$ cat src/rtl/sseg_scan_decoder.sv
`timescale 1ns/1ps
`default_nettype none
// +--------------------------------------------------------------------------+
// | sseg_scan_decoder                                                        |
// | Recovers current/setpoint temperatures from a scanned 8-digit 7-segment  |
// | display bus. Optional macro SSEG_SCAN_CHECK_EN enables F/degree checks.  |
// | Revision: 1.0                                                            |
// +--------------------------------------------------------------------------+
module sseg_scan_decoder #(
  parameter int unsigned SETTLE = 16
) (
  input  logic       clk,
  input  logic       rst_n,
  input  logic [7:0] an_in,
  input  logic [6:0] sseg_in,
  output logic [7:0] current_temp,
  output logic [7:0] changed_temp,
  output logic       frame_valid,
  output logic       decode_err
);

  localparam logic [7:0] c_settle    = 8'(SETTLE);
  localparam logic [7:0] c_settle_m1 = 8'(SETTLE - 1);
`ifdef SSEG_SCAN_CHECK_EN
  localparam logic [6:0] c_seg_f     = 7'b0111000;
  localparam logic [6:0] c_seg_deg   = 7'b0011100;
`endif

  typedef enum logic [0:0] {S_HUNT = 1'b0, S_COLLECT = 1'b1} state_t;

  logic [7:0] an_s1_q, an_s2_q, an_prev_q;
  logic [6:0] seg_s1_q, seg_s2_q, seg_prev_q;
  logic [7:0] cnt_q, cnt_d;
  logic       armed_q, armed_d;
  state_t     state_q, state_d;
  logic [2:0] exp_q, exp_d;
  logic [3:0] cur_ones_q, cur_ones_d, cur_tens_q, cur_tens_d;
  logic [3:0] chg_ones_q, chg_ones_d, chg_tens_q, chg_tens_d;
  logic       pend_q, pend_d;
  logic       err_q, err_d;
  logic       fv_q;
  logic [7:0] cur_temp_q, chg_temp_q;

  logic       w_same, w_an_chg, w_acc, w_blank, w_onehot, w_dig_ok, w_pat_ok;
  logic [7:0] w_low;
  logic [2:0] w_slot;
  logic [3:0] w_dig;

  // Two-flop synchronizer plus a one-deep history for change detection
  always_ff @(posedge clk or negedge rst_n) begin
    if (!rst_n) begin
      an_s1_q    <= 8'hFF;
      an_s2_q    <= 8'hFF;
      an_prev_q  <= 8'hFF;
      seg_s1_q   <= 7'h7F;
      seg_s2_q   <= 7'h7F;
      seg_prev_q <= 7'h7F;
    end else begin
      an_s1_q    <= an_in;
      an_s2_q    <= an_s1_q;
      an_prev_q  <= an_s2_q;
      seg_s1_q   <= sseg_in;
      seg_s2_q   <= seg_s1_q;
      seg_prev_q <= seg_s2_q;
    end
  end

  assign w_same   = (an_s2_q == an_prev_q) && (seg_s2_q == seg_prev_q);
  assign w_an_chg = (an_s2_q != an_prev_q);
  assign w_acc    = w_same && armed_q && (cnt_q == c_settle_m1);
  assign w_low    = ~an_s2_q;
  assign w_blank  = (an_s2_q == 8'hFF);
  assign w_onehot = (w_low != 8'd0) && ((w_low & (w_low - 8'd1)) == 8'd0);

  // Counter saturates at SETTLE; a slot re-arms only when the anode changes
  always_comb begin
    cnt_d   = cnt_q;
    armed_d = armed_q;
    if (!w_same) begin
      cnt_d = 8'd0;
    end else if (cnt_q != c_settle) begin
      cnt_d = cnt_q + 8'd1;
    end
    if (w_an_chg) begin
      armed_d = 1'b1;
    end else if (w_acc) begin
      armed_d = 1'b0;
    end
  end

  always_comb begin
    w_slot = 3'd0;
    for (int i = 0; i < 8; i++) begin
      if (w_low[i]) w_slot = 3'(i);
    end
  end

  always_comb begin
    w_dig_ok = 1'b1;
    w_dig    = 4'd0;
    case (seg_s2_q)
      7'b0000001: w_dig = 4'd0;
      7'b1001111: w_dig = 4'd1;
      7'b0010010: w_dig = 4'd2;
      7'b0000110: w_dig = 4'd3;
      7'b1001100: w_dig = 4'd4;
      7'b0100100: w_dig = 4'd5;
      7'b0100000: w_dig = 4'd6;
      7'b0001111: w_dig = 4'd7;
      7'b0000000: w_dig = 4'd8;
      7'b0000100: w_dig = 4'd9;
      default:    w_dig_ok = 1'b0;
    endcase
  end

  always_comb begin
    w_pat_ok = 1'b1;
    case (w_slot)
      3'd2, 3'd3, 3'd6, 3'd7: w_pat_ok = w_dig_ok;
`ifdef SSEG_SCAN_CHECK_EN
      3'd0, 3'd4:             w_pat_ok = (seg_s2_q == c_seg_f);
      default:                w_pat_ok = (seg_s2_q == c_seg_deg);
`else
      default:                w_pat_ok = 1'b1;
`endif
    endcase
  end

  always_comb begin
    state_d    = state_q;
    exp_d      = exp_q;
    cur_ones_d = cur_ones_q;
    cur_tens_d = cur_tens_q;
    chg_ones_d = chg_ones_q;
    chg_tens_d = chg_tens_q;
    pend_d     = 1'b0;
    err_d      = 1'b0;
    if (w_acc && !w_blank) begin
      if (!w_onehot) begin
        err_d   = 1'b1;
        state_d = S_HUNT;
      end else if (state_q == S_HUNT) begin
        // Only slot 0 matters while hunting; other slots pass silently
        if (w_slot == 3'd0) begin
          if (w_pat_ok) begin
            state_d = S_COLLECT;
            exp_d   = 3'd1;
          end else begin
            err_d = 1'b1;
          end
        end
      end else if ((w_slot == exp_q) && w_pat_ok) begin
        case (w_slot)
          3'd2:    cur_ones_d = w_dig;
          3'd3:    cur_tens_d = w_dig;
          3'd6:    chg_ones_d = w_dig;
          3'd7:    chg_tens_d = w_dig;
          default: ;
        endcase
        if (w_slot == 3'd7) begin
          pend_d  = 1'b1;
          state_d = S_HUNT;
        end else begin
          exp_d = exp_q + 3'd1;
        end
      end else if ((w_slot == 3'd0) && w_pat_ok) begin
        exp_d = 3'd1;
      end else begin
        err_d   = 1'b1;
        state_d = S_HUNT;
      end
    end
  end

  always_ff @(posedge clk or negedge rst_n) begin
    if (!rst_n) begin
      cnt_q      <= 8'd0;
      armed_q    <= 1'b1;
      state_q    <= S_HUNT;
      exp_q      <= 3'd0;
      cur_ones_q <= 4'd0;
      cur_tens_q <= 4'd0;
      chg_ones_q <= 4'd0;
      chg_tens_q <= 4'd0;
      pend_q     <= 1'b0;
      err_q      <= 1'b0;
      fv_q       <= 1'b0;
      cur_temp_q <= 8'd0;
      chg_temp_q <= 8'd0;
    end else begin
      cnt_q      <= cnt_d;
      armed_q    <= armed_d;
      state_q    <= state_d;
      exp_q      <= exp_d;
      cur_ones_q <= cur_ones_d;
      cur_tens_q <= cur_tens_d;
      chg_ones_q <= chg_ones_d;
      chg_tens_q <= chg_tens_d;
      pend_q     <= pend_d;
      err_q      <= err_d;
      fv_q       <= pend_q;
      if (pend_q) begin
        cur_temp_q <= 8'(cur_tens_q) * 8'd10 + 8'(cur_ones_q);
        chg_temp_q <= 8'(chg_tens_q) * 8'd10 + 8'(chg_ones_q);
      end
    end
  end

  assign current_temp = cur_temp_q;
  assign changed_temp = chg_temp_q;
  assign frame_valid  = fv_q;
  assign decode_err   = err_q;

endmodule
`default_nettype wire

$ cat config.mk
export PLATFORM = sky130hd
export DESIGN_NAME = sseg_scan_decoder
export DESIGN_NICKNAME = d
export VERILOG_FILES = /design/src/rtl/sseg_scan_decoder.sv
export SDC_FILE = /design/constraint.sdc
export NUM_CORES = 1
export LEC_CHECK = 0
export BUFFER_PORTS_ARGS = -buffer_cell sky130_fd_sc_hd__clkbuf_2
export CORE_MARGIN = 2
export CORE_UTILIZATION = 64
export CTS_CLUSTER_DIAMETER = 120
export DETAILED_ROUTE_END_ITERATION = 8
export PLACE_DENSITY_LB_ADDON = 0.08
export SYNTH_ARGS = -nofsm -noshare
export SYNTH_HDL_FRONTEND = slang
export SYNTH_SLANG_ARGS = --single-unit
$ cat constraint.sdc
create_clock -name clk -period 8.8 [get_ports clk]
set_input_delay 0.88 -clock clk [delete_from_list [all_inputs] [get_ports clk]]
set_output_delay 0.88 -clock clk [all_outputs]
set_load 0.1 [all_outputs]
=== Word-level counts from Yosys, hierarchy flattened ===
Index checks and enable logic that the tools add are counted.

* Logic and storage cells: 112
* Register bits after elaboration: 93
* Output and inout bits: 18
* Input port bits: 17

* Equal/unequal tests: 23
* $add $sub $neg: 5
* Reductions and logical operators: 22
* Multiplexer cells: 39
* $mul: 2
* Bitwise logic cells: 2

{| class="wikitable"
|+ Operator list
! cell !! count
|-
| $mux 3 || 12
|-
| $pmux 4 s9 || 1
|-
| $mux 1 || 24
|-
| $reduce_and 5->1 || 4
|-
| $add 8x4->8 || 2
|-
| $mux 8 || 2
|-
| $eq 7x3->1 const B || 2
|-
| $eq 7x6->1 const B || 2
|-
| $eq 7x7->1 const B || 2
|-
| $mul 4x3->7 const B || 2
|-
| $reduce_or 10->1 || 1
|-
| $add 8x1->8 const B || 1
|-
| $and 8x8->8 || 1
|-
| $eq 8x4->1 const B || 1
|-
| $eq 8x8->1 || 1
|-
| $eq 8x8->1 const B || 1
|-
| $logic_not 8->1 || 1
|-
| $ne 8x5->1 const B || 1
|-
| $ne 8x8->1 || 1
|-
| $not 8->8 || 1
|-
| $reduce_bool 8->1 || 1
|-
| $sub 8x1->8 const B || 1
|-
| $eq 7x1->1 const B || 1
|-
| $eq 7x4->1 const B || 1
|-
| 16 further kinds || 26
|}

=== Longest topological paths before layout ===
Gate-level depths: netlist of run 1.

* Depth after elaboration: 17
* Mapped depth: 9
* Depth with buffers taken out: 8

=== Worst setup path before layout of run 1 ===
Ideal clock, no wire load.

* Kind: register -> register
* Start: register an_s2_q[6]
* End: register cur_ones_q[0]
* Period minus slack after synthesis: 2.969 ns
* Stages on the path, launching flop included: 9
* Data required time: 8.675 ns
* Data arrival time: 2.845 ns
* Library setup time: 0.125 ns
* Setup slack: 5.831 ns
* Buffers on the path: 1
* Cells stage by stage: dfstp_2 > clkbuf_1 > nand2_1 > or4_1 > a31oi_1 > nor3b_1 > nand3_4 > nor4_4 > mux2_2

* Word-level cells in the longest chain between the ends: 8
* Elaborated cells between the ends (all ways): 24
* Classes of those cells: 1 x add/sub; 7 x eq/ne; 3 x mux; 2 x bitwise; 11 x reduce/logical

{| class="wikitable"
|+ Ends and longest elaborated chain
! element !! line !! text
|-
| start, declared || 31 || <nowiki>logic [7:0] an_s1_q, an_s2_q, an_prev_q;</nowiki>
|-
| start signal, assigned || 60 || <nowiki>an_s2_q <= an_s1_q;</nowiki>
|-
| branches (longest 7 deep; another with $sub 8x1->8) || - ||
|-
| $reduce_and 5->1 (no line) * || - ||
|-
| end signal, assigned || 195 || <nowiki>cur_ones_q <= cur_ones_d;</nowiki>
|-
| end, declared || 37 || <nowiki>logic [3:0] cur_ones_q, cur_ones_d, cur_tens_q, cur_tens_d;</nowiki>
|}

Every way passes the cells marked *.
A chain may end at the register's enable or synchronous reset.

=== Worst setup path after layout of run 1 ===
* Start: register seg_s2_q[0]
* End: register cur_ones_q[2]

* Word-level cells in the longest chain between the ends: 6
* Elaborated cells between the ends (all ways): 21
* Classes of those cells: 10 x eq/ne; 3 x mux; 8 x reduce/logical

{| class="wikitable"
|+ Ends and longest elaborated chain
! element !! line !! text
|-
| start, declared || 32 || <nowiki>logic [6:0] seg_s1_q, seg_s2_q, seg_prev_q;</nowiki>
|-
| start signal, assigned || 63 || <nowiki>seg_s2_q <= seg_s1_q;</nowiki>
|-
| $eq 7x3->1, or another cell as far along || 101 || <nowiki>case (seg_s2_q)</nowiki>
|-
| $reduce_or 10->1 (no line) or $logic_and 1x1->1 (tied branches) || - ||
|-
| $mux 1 or $logic_and 1x1->1 (tied branches) || 101, 70 ||
|-
| $mux 1 or $logic_and 1x1->1 (tied branches) || 118, 70 ||
|-
| $logic_and 1x1->1 (on tied branches) || 152, 138 ||
|-
| $reduce_and 5->1 (no line) || - ||
|}

Several ways; a longest one is shown, not always the timed one.

==> qor.csv, run 1 <==
stage;metric;value;unit
status;status;completed;
die;num ports;35;
clock_network;Sink Count;93;
power_and_ir_drop;VDD IR-drop max;0.000143;V
routing;Pre-antenna DRT Iters;4;
die;cell row count;29;
grt;antenna violations before repair;0;
clock_network;setup bufs post-CTS;0;
power_and_ir_drop;Cell Pwr Density;162;mW/mm2
yosys;post-synth net total;392;
cells_and_area;Filler Cells Inserted;430;
placement;RePlAce Congestion;0.876;
hold_path;Hold Path End;an_s2_q[4];
clock_network;cts repair resizes;0;
routing;post-detailed-route wirelength per cell;15.1;um
cells_and_area;Area Overhead vs Synth;9.94;%
hold_path;Hold Crit Depth;0;
timing;fmax;0.294;GHz
clock_network;clk slew on worst S/H paths;0.09;ns
timing;Rel. slew slack;49.1;%
clock_network;clk_lat worst skew;0.35;ns
timing;setup slack after layout;5.40;ns
cells_and_area;nets;425;
yosys;Post-synth top cells;dfrtp_1 (47), dfstp_2 (46), mux2_2 (25);
setup_path;CP startpoint kind;register;
die;Die Ht;86.3;um
clock_network;CTS buffer count;9;
placement;port buffer count;34;
grt;vias in the first global route;2690;
yosys;sequential share of the synthesized area;55.1;%
setup_path;FF-to-FF path depth;7;
yosys;top post-synthesis cells by area;dfstp_2 (28%), dfrtp_1 (27%), mux2_2 (6.5%);
setup_path;Critical Path Fanout Max;11;
routing;vias;2767;
die;die width;86.3;um
clock_network;Longest Clk Path Bufs;2;
timing;Worst Clk Skew;0.0127;ns
cells_and_area;layout cells sized above 1;32.9;%
die;core area;0.00646;mm2
clock_network;Hold Buf Count CTS;0;
setup_path;Worst EP required;9.03;ns
cells_and_area;antenna cell count;0;
yosys;Synth area leader;dfstp_2;
die;Starting Density;67.1;%
setup_path;r2r setup slk;5.40;ns
timing;final hold vios;0;
clock_network;CTS tree;done;
timing;Tcrit/Tclk final;38.6;%
setup_path;critical path arrival;3.63;ns
routing;drt drc;0;
grt;first-pass GRT wire length;12200;um
yosys;Ys Warns;0;
placement;Post-DP HPWL;5120;um
clock_network;H-tree depth;3;
grt;grt ovf;0;
grt;largest net degree at the start of global routing;60;
yosys;Post-Synth XOR/XNOR Area;6.67;%
setup_path;RR Endpoint;cur_ones_q[2];
clock_network;Root Buffer;clkbuf_8;
yosys;top cell type's share of synthesized area;27.9;%
yosys;simple-gate share of the synthesized area;12.9;%
timing;Fin Setup TNS;0;ns
timing;Final Slew Violations;0;
yosys;Synth Flop Type;dfrtp_1;
yosys;Synth Register Bits;93;
placement;pre-CTS WS;5.45;ns
cells_and_area;register area;0.00238;mm2
yosys;largest family of logic cells by synthesized area;simple AND/OR/NAND/NOR gates;
power_and_ir_drop;Leak;2.11;nW
grt;Total GRT Usage;21.3;%
routing;Post-DRT Antenna Nets;0;
timing;Final Critical Period;3.40;ns
yosys;async set-reset flop share out of synthesis;100;%
yosys;synth unique cells;53;
routing;post-DR vias/cell;5.90;
yosys;synthesized cell area;0.00433;mm2
yosys;Avg Cell Area, Syn;12.2;um2
job;Max Cap Violations;0;
cells_and_area;multi-input logic area;0.00183;mm2
yosys;Post-Syn Instances;354;
yosys;multiplexer share of the synthesized area;8.12;%
yosys;Post-synth EDFFs;0;
hold_path;type of the worst min-delay path;register to register;
setup_path;Reg2Reg Launch Point;seg_s2_q[0];
hold_path;Worst Hold Launch;an_s1_q[4];
yosys;Post-Synth Adder-Cell Area;6.99;%
timing;RSZ-0062 raised after global routing;no;
timing;Worst Max-Slew Pin Slew;0.763;ns
routing;starting DRC count in detailed routing;143;
routing;DRT Wirelength;7100;um
timing;final setup fails;0;
setup_path;WS Path Type;register to register;
die;Die Footprint;0.00744;mm2
yosys;Synth Area in Compound Gates;7.60;%
setup_path;endpoint class of the critical path;register;
yosys;top-count cell post-synth;dfrtp_1;
[worst max-delay path by stage]
| stage | from | to | slack (ns) | cells past startpoint |
|---|---|---|---|---|
| after floorplan | an_s2_q[6] | cur_ones_q[0] | 5.83 | 8 |
| after global placement | seg_s2_q[0] | cur_ones_q[2] | 5.56 | 7 |
| after detailed placement | seg_s2_q[0] | cur_ones_q[2] | 5.45 | 7 |
| after CTS | seg_s2_q[0] | cur_ones_q[2] | 5.40 | 7 |
| after global routing | seg_s2_q[0] | cur_ones_q[2] | 5.19 | 7 |
| final | seg_s2_q[0] | cur_ones_q[2] | 5.40 | 7 |
[power by group]
group | total [mW] | switching [mW] | internal, mW | leakage [nW]
clock network | 0.284 | 0.146 | 0.138 | 0.102
logic | 0.0290 | 0.0175 | 0.0115 | 0.863
registers | 0.458 | 0.0119 | 0.446 | 1.14
[flip-flops by register name, indices dropped and copies added, names as in the netlist, 3 cells and up]
signal,count
seg_prev_q,7
cur_ones_q,4
an_prev_q,8
changed_temp,8
seg_s1_q,7
an_s2_q,8
exp_q,3
chg_tens_q,4
seg_s2_q,7
cur_tens_q,4
current_temp,8
chg_ones_q,4
cnt_q,8
an_s1_q,8
[layout make-up]
type,instances,area share [%]
flip-flops and latches,93,50.1
multi-input cells,233,38.5
repair buffers,35,3.78
clock buffers,11,3.65
well taps,77,2.02
inverters,15,1.18
clock inverters,5,0.788
[critical path, stage by stage, from the launching register on]
cell and delay, ns:
dfstp_2 0.64, xor2_1 0.10, nor4_1 0.38, or4bb_1 0.63, nor3b_1 0.60, nand3_4 0.19, nor4_4 0.37, mux2_2 0.38
[cell families (layout without fill, tap and decap cells)]
logic type               after synthesis  count (layout)
AO/OA/AOI/OAI                         49              49
XOR/XNOR                              33              33
adder cells (fa/ha/maj)               22              22
buffers and inverters                 28              66
flip-flops                            93              93
multiplexers                          32              32
AND/OR/NAND/NOR                       97              97
[placed cells by master, fill, tap and decap left out, types with 3 or more instances in the layout]
cell type	count
dfrtp_1	47
dfstp_2	46
clkbuf_2	33
mux2_2	25
nor2_1	22
xnor2_1	20
nand2_1	18
ha_1	17
inv_1	15
xor2_1	13
a21oi_1	12
o21ai_0	10
nand4_1	9
clkbuf_8	9
mux2i_1	7
a31oi_1	6
nand3_1	6
nor3_1	5
nor2b_1	5
nand2b_1	5
a21o_1	4
fa_1	4
nor4_1	3
o211ai_1	3
a22oi_1	3
[layer usage]
metal | wire [um] | track usage [%] | part of all wire (%)
met3 | 254 | 4.10 | 3.6
met1 | 3090 | 27.1 | 44
met2 | 3500 | 34.1 | 49
met5 | 0 | 0 | 0
met4 | 254 | 12.5 | 3.6
[through the flow]
step                      power (mW)  area, um2  utilization (%)  cells  hold slack, ns
final                          0.771       4760             73.7    469           0.354
after global routing           0.805       4760             73.7    469           0.354
after CTS                      0.783       4760             73.7    469           0.353
after detailed placement       0.496       4550             70.5    453           0.347
after global placement         0.494       4550             70.5    453           0.345
after floorplan                0.479       4330                -    354           0.345
(Power assumes the default switching activity.)
==> run 2: changes to the inputs <==
- ABC_AREA: unset -> 1
- CORE_UTILIZATION: 64 -> 59
- clock period: 8.8 -> 3.32 ns (I/O delays scaled with it)
==> run 2 against run 1 <==
Net effect:
- wire length down 1.2%
- worst setup slack worse by 4.3 ns
- synthesized cell count up 31%
- register-to-register slack worse by 4.3 ns
==> qor.csv, run 2 <==
stage;metric;value;unit;change
yosys;Synth Flop Type;dfrtp_1;;
yosys;top-count cell post-synth;nand2_1;;
power_and_ir_drop;VDD IR-drop max;0.000262;V;+83%
clock_network;Hold Buf Count CTS;0;;unchanged
cells_and_area;most common cell after layout, fill and taps aside;nand2_1;;
setup_path;CP max-delay cell;dfstp_2;;
clock_network;clk_lat worst skew;0.34;ns;about the same
grt;Total GRT Usage;19.3;%;-2.0 points
routing;Post-DRT Antenna Nets;0;;unchanged
clock_network;Longest Clk Path Bufs;2;;unchanged
setup_path;CP startpoint kind;register;;
cells_and_area;register area;0.00238;mm2;unchanged
yosys;Synth Register Bits;93;;unchanged
yosys;synth unique cells;29;;-45%
grt;GR Util met3;5.08;%;+0.98 points
timing;Tcrit/Tclk final;66.8;%;+28 points
grt;vias in the first global route;2768;;+2.9%
placement;DP Area;0.00458;mm2;+0.74%
placement;pre-CTS WS;1.13;ns;-4.32 ns
yosys;post-synth net total;502;;+28%
cells_and_area;nets;544;;+28%
power_and_ir_drop;Leak;2.47;nW;+17%
setup_path;WS Path Type;register to register;;
setup_path;endpoint class of the critical path;register;;
timing;Worst Clk Skew;0.00971;ns;-0.00297 ns
placement;Post-DP HPWL;5100;um;-0.41%
power_and_ir_drop;switching power;451;uW;+160%
clock_network;CTS tree;done;;
grt;antenna violations before repair;0;;unchanged
die;Die Ht;89.4;um;+3.6%
die;core area;0.00718;mm2;+11%
clock_network;cts repair resizes;0;;unchanged
die;num ports;35;;unchanged
yosys;top post-synthesis cells by area;dfstp_2 (28%), dfrtp_1 (27%), nand2_1 (12%);;
timing;Worst Max-Slew Pin Slew;0.977;ns;+0.214 ns
power_and_ir_drop;Logic pwr share;4.3;%;+0.5 points
die;die width;89.4;um;+3.6%
timing;final hold vios;0;;unchanged
yosys;Avg Cell Area, Syn;9.27;um2;-24%
routing;vias;2988;;+8.0%
routing;DRT Wirelength;7020;um;-1.2%
power_and_ir_drop;switching share of power;21.5;%;-1.3 points
clock_network;setup bufs post-CTS;0;;unchanged
yosys;Post-Syn Instances;464;;+31%
power_and_ir_drop;Cell Pwr Density;437;mW/mm2;+170%
routing;Pre-antenna DRT Iters;4;;unchanged
hold_path;type of the worst min-delay path;input pin to register;;
placement;port buffer count;34;;unchanged
cells_and_area;Area Overhead vs Synth;11.9;%;
routing;post-detailed-route wirelength per cell;11.5;um;-24%
yosys;Ys Warns;0;;unchanged
timing;Final Critical Period;2.22;ns;-1.18 ns
clock_network;clk slew on worst S/H paths;0.09;ns;about the same
status;status;completed;;
setup_path;critical path arrival;2.46;ns;-1.17 ns
cells_and_area;multi-input logic area;0.00170;mm2;-7.4%
routing;starting DRC count in detailed routing;148;;+3.5%
die;Die Footprint;0.00799;mm2;+7.4%
timing;Rel. slew slack;34.8;%;-14 points
setup_path;Worst EP required;3.56;ns;-5.47 ns
die;Starting Density;60.0;%;-7.1 points
yosys;async set-reset flop share out of synthesis;100;%;unchanged
grt;largest net degree at the start of global routing;82;;+37%
yosys;sequential share of the synthesized area;55.4;%;+0.37 points
clock_network;H-tree depth;3;;unchanged
cells_and_area;layout cells sized above 1;21.9;%;-11 points
yosys;Post-synth EDFFs;0;;unchanged
routing;drt drc;0;;unchanged
grt;GR Layer Usage met1;23.1;%;-4.0 points
grt;first-pass GRT wire length;11800;um;-2.9%
clock_network;Sink Count;93;;unchanged
clock_network;Root Buffer;clkbuf_8;;
power_and_ir_drop;Internal;1.65;mW;+180%
power_and_ir_drop;Clock power frac;38.4;%;+1.6 points
clock_network;CTS buffer count;9;;unchanged
placement;RePlAce Congestion;0.923;;+5.4%
grt;M2 GR Usage;33.2;%;-0.91 points
yosys;Synth area leader;dfstp_2;;
timing;Final Slew Violations;0;;unchanged
timing;final setup fails;0;;unchanged
yosys;synthesized cell area;0.00430;mm2;-0.66%
yosys;top cell type's share of synthesized area;28.1;%;+0.19 points
yosys;Post-synth top cells;nand2_1 (142), inv_1 (52), dfrtp_1 (47);;
routing;post-DR vias/cell;4.90;;-17%
timing;Fin Setup TNS;0;ns;unchanged
timing;RSZ-0062 raised after global routing;no;;
cells_and_area;final instance area;0.00481;mm2;+1.1%
grt;grt ovf;0;;unchanged
setup_path;Critical Path Most Common Cell;nand2_1;;
job;Max Cap Violations;0;;unchanged
setup_path;CP cell instances;nand2_1 > nor2_2 > nand2_1 > nand2_1 > nand4_1 > nor2_1 > nand3_2 > nor2_4 > nand2_1 > nand2_1 > nand2_1;;
power_and_ir_drop;Flop pwr share;57.3;%;-2.1 points
cells_and_area;commonest cells after routing, fill and taps aside;nand2_1 (142), inv_1 (52), dfrtp_1 (47);;
die;cell row count;31;;+6.9%
setup_path;Critical Path Fanout Max;18;;+7
timing;fmax;0.451;GHz;+53%
grt;grt peak-use layer;met2;;
cells_and_area;Filler Cells Inserted;573;;+33%
timing;setup slack after layout;1.10;ns;-4.30 ns
cells_and_area;antenna cell count;0;;unchanged
setup_path;critical path's largest stage delay;0.60;ns;-0.04 ns
## run 2: cell families after synthesis
logic type      Yosys count  synth area share [%]
simple gates            240                  24.0
flops                    93                  55.4
xor+xnor                 25                  5.09
fa+ha+maj                21                  6.80
buf+inv                  57                  5.15
compound gates           28                  3.55
## run 2: power groups by stage
stage                     registers, mW  clock network (mW)  logic (mW)
after global placement             1.22                   0      0.0886
after global routing               1.21               0.879       0.104
final                              1.21               0.807      0.0904
after CTS                          1.21               0.833      0.0918
after floorplan                    1.22                   0      0.0498
after detailed placement           1.23                   0      0.0914
## run 2: path summary, 6_finish.rpt
| path | from | to | slack (ns) | cells after the start |
|---|---|---|---|---|
| hold / removal | an_in[0] | an_s1_q[0] | 0.06 | 1 |
| max in group asynchronous | rst_n | an_prev_q[7] | 2.34 | 2 |
| setup reg to reg | an_s2_q[1] | cur_ones_q[2] | 1.10 | 11 |
| hold reg to reg | an_s1_q[5] | an_s2_q[5] | 0.35 | 0 |
| setup / recovery | an_s2_q[1] | cur_ones_q[2] | 1.10 | 11 |
| min in group asynchronous | rst_n | changed_temp[7] | 0.14 | 1 |
## run 2: through the flow
stage / instances / util, % / hold slack, ns / power [mW]
finish: 610 / 67.1 / 0.0580 / 2.10
CTS: 610 / 67.1 / 0.0391 / 2.13
global placement: 594 / 63.9 / 0.345 / 1.31
floorplan: 464 / - / 0.0364 / 1.27
global route: 610 / 67.1 / 0.0278 / 2.19
detailed placement: 594 / 63.9 / 0.347 / 1.32
## run 2: cell type report
class,instances,area share (%)
flip-flops and latches,93,49.5
multi-input cells,314,35.2
inverters,53,4.13
repair buffers,35,3.74
clock buffers,12,3.67
well taps,99,2.57
clock inverters,4,1.09
## run 2: worst max-delay path: cells and delay by family (launching register included)
family / cells / cell delay [ns]
AND/OR/NAND/NOR: 11 / 1.53
flip-flops: 1 / 0.60
## run 2: per-layer routing
metal / vias to the layer above / part of all wire, %
li1: 1545 / -
met5: - / 0
met4: 0 / 1.4
met3: 10 / 3.0
met1: 1377 / 46
met2: 56 / 50
